--- src/rtl/alu_issue_ctrl.sv ---
`default_nettype none
// ============================================================================
// Module   : alu_issue_ctrl
// Purpose  : Multi-cycle issue/writeback controller between instruction
//            decode, the register file and a combinational ALU. It accepts one
//            instruction, reads both source operands and presents registered
//            operands/opcode to the ALU. It then captures up/low/ze and writes
//            the low result to the destination register. Wide ops (op[3]=1)
//            also write the upper result to UPPER_REG.
// Ports    : clk_i/rst_ni          clock, asynchronous active-low reset
//            start_i, ins_*_i      instruction handshake (sampled in IDLE)
//            busy_o, done_o        status
//            rf_ra_o/rf_rb_o       register-file read addresses
//            rf_rdata_a/b_i        register-file read data (combinational)
//            dat1_o/dat2_o/op_o    registered ALU operands and opcode
//            up_i/low_i/ze_i       ALU results
//            rf_we_o/wa_o/wd_o     register-file write port
//            zero_flag_o           ze of the most recently executed instruction
// Revision : 1.0  initial release
// ============================================================================
module alu_issue_ctrl #(
  parameter int UPPER_REG = 15,
  parameter int DW        = 16,
  parameter int AW        = 4
) (
  input  logic          clk_i,
  input  logic          rst_ni,
  input  logic          start_i,
  input  logic [3:0]    ins_op_i,
  input  logic [AW-1:0] ins_a_i,
  input  logic [AW-1:0] ins_b_i,
  input  logic [AW-1:0] ins_d_i,
  output logic          busy_o,
  output logic          done_o,
  output logic [AW-1:0] rf_ra_o,
  output logic [AW-1:0] rf_rb_o,
  input  logic [DW-1:0] rf_rdata_a_i,
  input  logic [DW-1:0] rf_rdata_b_i,
  output logic [DW-1:0] dat1_o,
  output logic [DW-1:0] dat2_o,
  output logic [3:0]    op_o,
  input  logic [DW-1:0] up_i,
  input  logic [DW-1:0] low_i,
  input  logic          ze_i,
  output logic          rf_we_o,
  output logic [AW-1:0] rf_wa_o,
  output logic [DW-1:0] rf_wd_o,
  output logic          zero_flag_o
);

  localparam logic [2:0] S_IDLE  = 3'd0;
  localparam logic [2:0] S_READ  = 3'd1;
  localparam logic [2:0] S_EXEC  = 3'd2;
  localparam logic [2:0] S_WB_LO = 3'd3;
  localparam logic [2:0] S_WB_HI = 3'd4;

  localparam logic [AW-1:0] C_UPPER_ADDR = AW'(UPPER_REG);

  logic [2:0]    state_q, state_d;

  // Latched instruction fields
  logic [3:0]    ins_op_q;
  logic [AW-1:0] ins_a_q;
  logic [AW-1:0] ins_b_q;
  logic [AW-1:0] ins_d_q;

  // Operand / result registers
  logic [DW-1:0] dat1_q, dat2_q;
  logic [3:0]    op_q;
  logic [DW-1:0] res_up_q, res_lo_q;
  logic          zero_q;

  // Last written address/data, so the write port holds its value while idle
  logic [AW-1:0] last_wa_q;
  logic [DW-1:0] last_wd_q;

  // ---------------------------------------------------------------- state reg
  always_ff @(posedge clk_i or negedge rst_ni) begin
    if (!rst_ni) begin
      state_q <= S_IDLE;
    end else begin
      state_q <= state_d;
    end
  end

  // ---------------------------------------------------------- next-state comb
  always_comb begin
    state_d = state_q;
    case (state_q)
      S_IDLE:  if (start_i) state_d = S_READ;
      S_READ:  state_d = S_EXEC;
      S_EXEC:  state_d = S_WB_LO;
      S_WB_LO: state_d = op_q[3] ? S_WB_HI : S_IDLE;
      S_WB_HI: state_d = S_IDLE;
      default: state_d = S_IDLE;
    endcase
  end

  // -------------------------------------------------------------- output comb
  always_comb begin
    busy_o  = 1'b0;
    done_o  = 1'b0;
    rf_we_o = 1'b0;
    rf_wa_o = last_wa_q;
    rf_wd_o = last_wd_q;
    case (state_q)
      S_READ, S_EXEC: begin
        busy_o = 1'b1;
      end
      S_WB_LO: begin
        busy_o  = 1'b1;
        rf_we_o = 1'b1;
        rf_wa_o = ins_d_q;
        rf_wd_o = res_lo_q;
        done_o  = ~op_q[3];
      end
      S_WB_HI: begin
        busy_o  = 1'b1;
        rf_we_o = 1'b1;
        rf_wa_o = C_UPPER_ADDR;
        rf_wd_o = res_up_q;
        done_o  = 1'b1;
      end
      default: ;
    endcase
  end

  // ----------------------------------------------------------------- datapath
  always_ff @(posedge clk_i or negedge rst_ni) begin
    if (!rst_ni) begin
      ins_op_q  <= '0;
      ins_a_q   <= '0;
      ins_b_q   <= '0;
      ins_d_q   <= '0;
      dat1_q    <= '0;
      dat2_q    <= '0;
      op_q      <= '0;
      res_up_q  <= '0;
      res_lo_q  <= '0;
      zero_q    <= 1'b0;
      last_wa_q <= '0;
      last_wd_q <= '0;
    end else begin
      if (state_q == S_IDLE && start_i) begin
        ins_op_q <= ins_op_i;
        ins_a_q  <= ins_a_i;
        ins_b_q  <= ins_b_i;
        ins_d_q  <= ins_d_i;
      end
      if (state_q == S_READ) begin
        dat1_q <= rf_rdata_a_i;
        dat2_q <= rf_rdata_b_i;
        op_q   <= ins_op_q;
      end
      if (state_q == S_EXEC) begin
        res_up_q <= up_i;
        res_lo_q <= low_i;
        zero_q   <= ze_i;
      end
      if (rf_we_o) begin
        last_wa_q <= rf_wa_o;
        last_wd_q <= rf_wd_o;
      end
    end
  end

  // Read addresses follow the latched sources; they only matter in READ.
  assign rf_ra_o     = ins_a_q;
  assign rf_rb_o     = ins_b_q;
  assign dat1_o      = dat1_q;
  assign dat2_o      = dat2_q;
  assign op_o        = op_q;
  assign zero_flag_o = zero_q;

endmodule
`default_nettype wire
--- config.mk ---
export PLATFORM = sky130hd
export DESIGN_NAME = alu_issue_ctrl
export DESIGN_NICKNAME = d
export VERILOG_FILES = /design/src/rtl/alu_issue_ctrl.sv
export SDC_FILE = /design/constraint.sdc
export NUM_CORES = 1
export LEC_CHECK = 0
export CAP_MARGIN = 10
export CORE_MARGIN = 2
export CORE_UTILIZATION = 45
export DETAILED_ROUTE_END_ITERATION = 10
export GPL_TIMING_DRIVEN = 0
export PLACE_DENSITY = 0.83
export SYNTH_ARGS = -nofsm -noshare
export SYNTH_HDL_FRONTEND = slang
export SYNTH_SLANG_ARGS = --single-unit
--- constraint.sdc ---
create_clock -name clk_i -period 4.85 [get_ports clk_i]
set_input_delay 0.97 -clock clk_i [delete_from_list [all_inputs] [get_ports clk_i]]
set_output_delay 0.97 -clock clk_i [all_outputs]
set_load 0.02 [all_outputs]
==> results.toml <==
[outcome]
status = "complete, no violations"

[place]
io_buffers = 151
place_ws_ns = 1.80
placed_cells = 622
dp_hpwl_um = 8750
place_area_um2 = 6410
gp_congestion = 0.807

[setup_path]
worstSetupPathType = "register to output port"
startpoint_type = "register"
r2r_slack_ns = 3.13
crit_path_end_kind = "output port"
arrival_ns = 2.49
worst_r2r_path_depth = 5
r2r_start = "state_q[2]"
crit_path_max_fanout = 10
critical_path_required_ns = 3.88
reg2reg_to = "last_wd_q[12]"

[pwr]
swShare = 0.384
power_density_nw_per_um2 = 775
p_clk_frac = 0.101
p_leak_uw = 0.00269
pwr-share-comb = 0.572
internal-power_uw = 3150
netSwitchingPower_uw = 1960
ir_drop_mv = 0.335
p_seq_frac = 0.328

[floorplan]
fp.dieH_um = 106
core_um2 = 10200
ios = 152
die_w_um = 106
dieArea_um2 = 11300
initial_core_util = 0.460
core.rowCount = 37

[routing]
vias_per_cell = 5.38
drt_iter0_drc = 238
totalWireLength_um = 11500
num_vias = 3434
dr.pass1.iters = 4
ant_nets = 0
drc_errors = 0
wl_per_cell_um = 18.0

[clock_network]
post_cts_resized = 0
post-cts-setup-buffer-count = 0
hold_buffers = 0
numClockSinks = 108
cts_buffers = 9
clkLatencyLatePin_ns = 0.38
clockRootBuffer = "clkbuf_8"
clk_pin_slew_ns = 0.10
cts_tree = "yes"
ctsHtreeMaxLevel = 3
cts.path.max_buffers = 2

[logic_synthesis]
synth_area_um2 = 4710
ys_warn_count = 0
synthSimpleGateAreaFrac = 0.0604
ys_seq_area_frac = 0.574
syn_nets = 418
synth.distinct_cells = 26
synth-compound-area-share = 0.117
synth_top_family_by_area = "multiplexers"
synth_mux_area_frac = 0.203
syn_area_per_cell_um2 = 14.1
synthXorXnorAreaFrac = 0.00372
yosys.area_share.adder = 0
netlist_instances = 334
ys_ff_latch = 108

[layout]
nNetsFinal = 581
post-route-cell-area_um2 = 6590
area_growth_pct = 40.1
drive_gt1_frac = 0.307
final_cells = 638
insertedDiodeCount = 0

[timing]
max_freq_mhz = 289
fin_crit_sh = 0.713
setup_viol = 0
slew-limit-headroom = 0.625
worstMarginPinSlew_ns = 0.563
finalHoldViolCount = 0
skew_ns = 0.0139
drv_slew = 0
fin_ws_ns = 1.39
rsz0062_at_grt = "no"
whs_ns = 0.501
tns_ns = 0
min_period_ns = 3.46

[min_path]
min_path_type = "register to register"
worstHoldStart = "dat1_o[12]"
hold_path_end = "dat1_o[12]"
worstHoldPathCells = 1

[global_routing]
grt_pass1_wl_um = 18400
track_usage = 0.208
gr-total-overflow = 0
grt_max_degree = 69
grt_pass1_vias = 3726
antenna_found_initial = 0

[flow_run]
cap_viol_max_count = 0
layout by cell type, fill, tap and decap left out, types with 4 or more instances in the layout:
cell type and instances:
clkbuf_8 9, dfrtp_1 108, a21oi_1 4, o21ai_0 17, mux2_1 5, o221a_2 32, nor2_1 18, buf_6 5
a221o_1 8, nor3b_1 16, buf_4 9, inv_1 5, clkdlybuf4s50_1 150, buf_2 8, clkbuf_1 4, mux2_2 80
state kept, by name, summed over array words and instances (netlist names):
register,count
dat2_o,16
last_wd_q,16
zero_flag_o,1
last_wa_q,4
res_up_q,16
dat1_o,16
rf_rb_o,4
op_o,4
state_q,3
res_lo_q,16
rf_ra_o,4
ins_op_q,4
ins_d_q,4
power groups by stage:
| stage | logic [µW] | clock network [µW] | registers, µW |
|---|---|---|---|
| final | 2920 | 515 | 1670 |
| after global routing | 3100 | 564 | 1740 |
| after CTS | 2950 | 527 | 1670 |
| after detailed placement | 2940 | 0 | 1690 |
| after global placement | 2860 | 0 | 1660 |
| after floorplan | 1590 | 0 | 1860 |
layer usage:
layer,up-vias,GRT usage,wire (µm)
met5,-,0,0
met4,0,0.109,445
met3,30,0.0307,617
met2,125,0.350,5810
met1,1716,0.259,4590
li1,1563,-,-
Yosys cell counts:
master,number,share of area
a21oi_1,4,0.0043
a221o_1,8,0.017
and2_1,1,0.0013
and3_1,2,0.0027
buf_1,1,0.00080
buf_2,8,0.0085
buf_4,8,0.013
buf_6,5,0.012
clkbuf_1,4,0.0032
dfrtp_1,108,0.57
inv_1,5,0.0040
mux2_1,5,0.012
mux2_2,80,0.19
nand2_1,2,0.0016
nand2b_1,2,0.0027
nand3b_1,1,0.0016
nor2_1,18,0.014
nor2_2,1,0.0013
nor2_8,1,0.0043
nor3_1,1,0.0011
nor3b_1,16,0.026
nor3b_4,1,0.0040
o21ai_0,17,0.018
o21ai_1,1,0.0011
o221a_2,32,0.077
xnor2_1,2,0.0037
kinds of logic (layout without fill, tap and decap cells):
logic type,count (synthesis),count (layout)
flops,108,108
mux,85,85
compound gates,62,62
simple gates,46,46
buf+inv,31,199
xor+xnor,2,2
worst max-delay path: stages, from the launching register on:
cell and delay [ns]:
dfrtp_1 0.37, buf_2 0.16, nand3b_1 0.21, o21ai_1 0.22
buf_2 0.30, o221a_2 0.22, clkdlybuf4s50_1 0.64
cell type report:
class | count | area (µm²)
repair buffers | 152 | 1540
multi-input cells | 195 | 1810
clock inverters | 7 | 57.6
clock buffers | 9 | 124
plain buffers | 26 | 175
well taps | 136 | 170
fillers | 772 | 3640
inverters | 5 | 18.8
flip-flops and latches | 108 | 2700
through the flow:
stage / total power, µW / utilization
4_1_cts: 5150 / 0.644
3_5_place_dp: 4630 / 0.627
5_1_grt: 5400 / 0.644
6_report: 5110 / 0.644
3_3_place_gp: 4510 / 0.624
2_1_floorplan: 3450 / -
worst max path at each step:
stage	from	end	slack (ns)	cells past startpoint
global route	state_q[2]	rf_wd_o[1]	1.23	6
CTS	state_q[2]	rf_wd_o[1]	1.38	6
finish	state_q[2]	rf_wd_o[1]	1.39	6
floorplan	state_q[2]	rf_wd_o[0]	2.57	5
detailed placement	state_q[2]	rf_wd_o[1]	1.80	6
global placement	rst_ni	dat2_o[1]	-1.13	1
(Power assumes the default switching activity.)
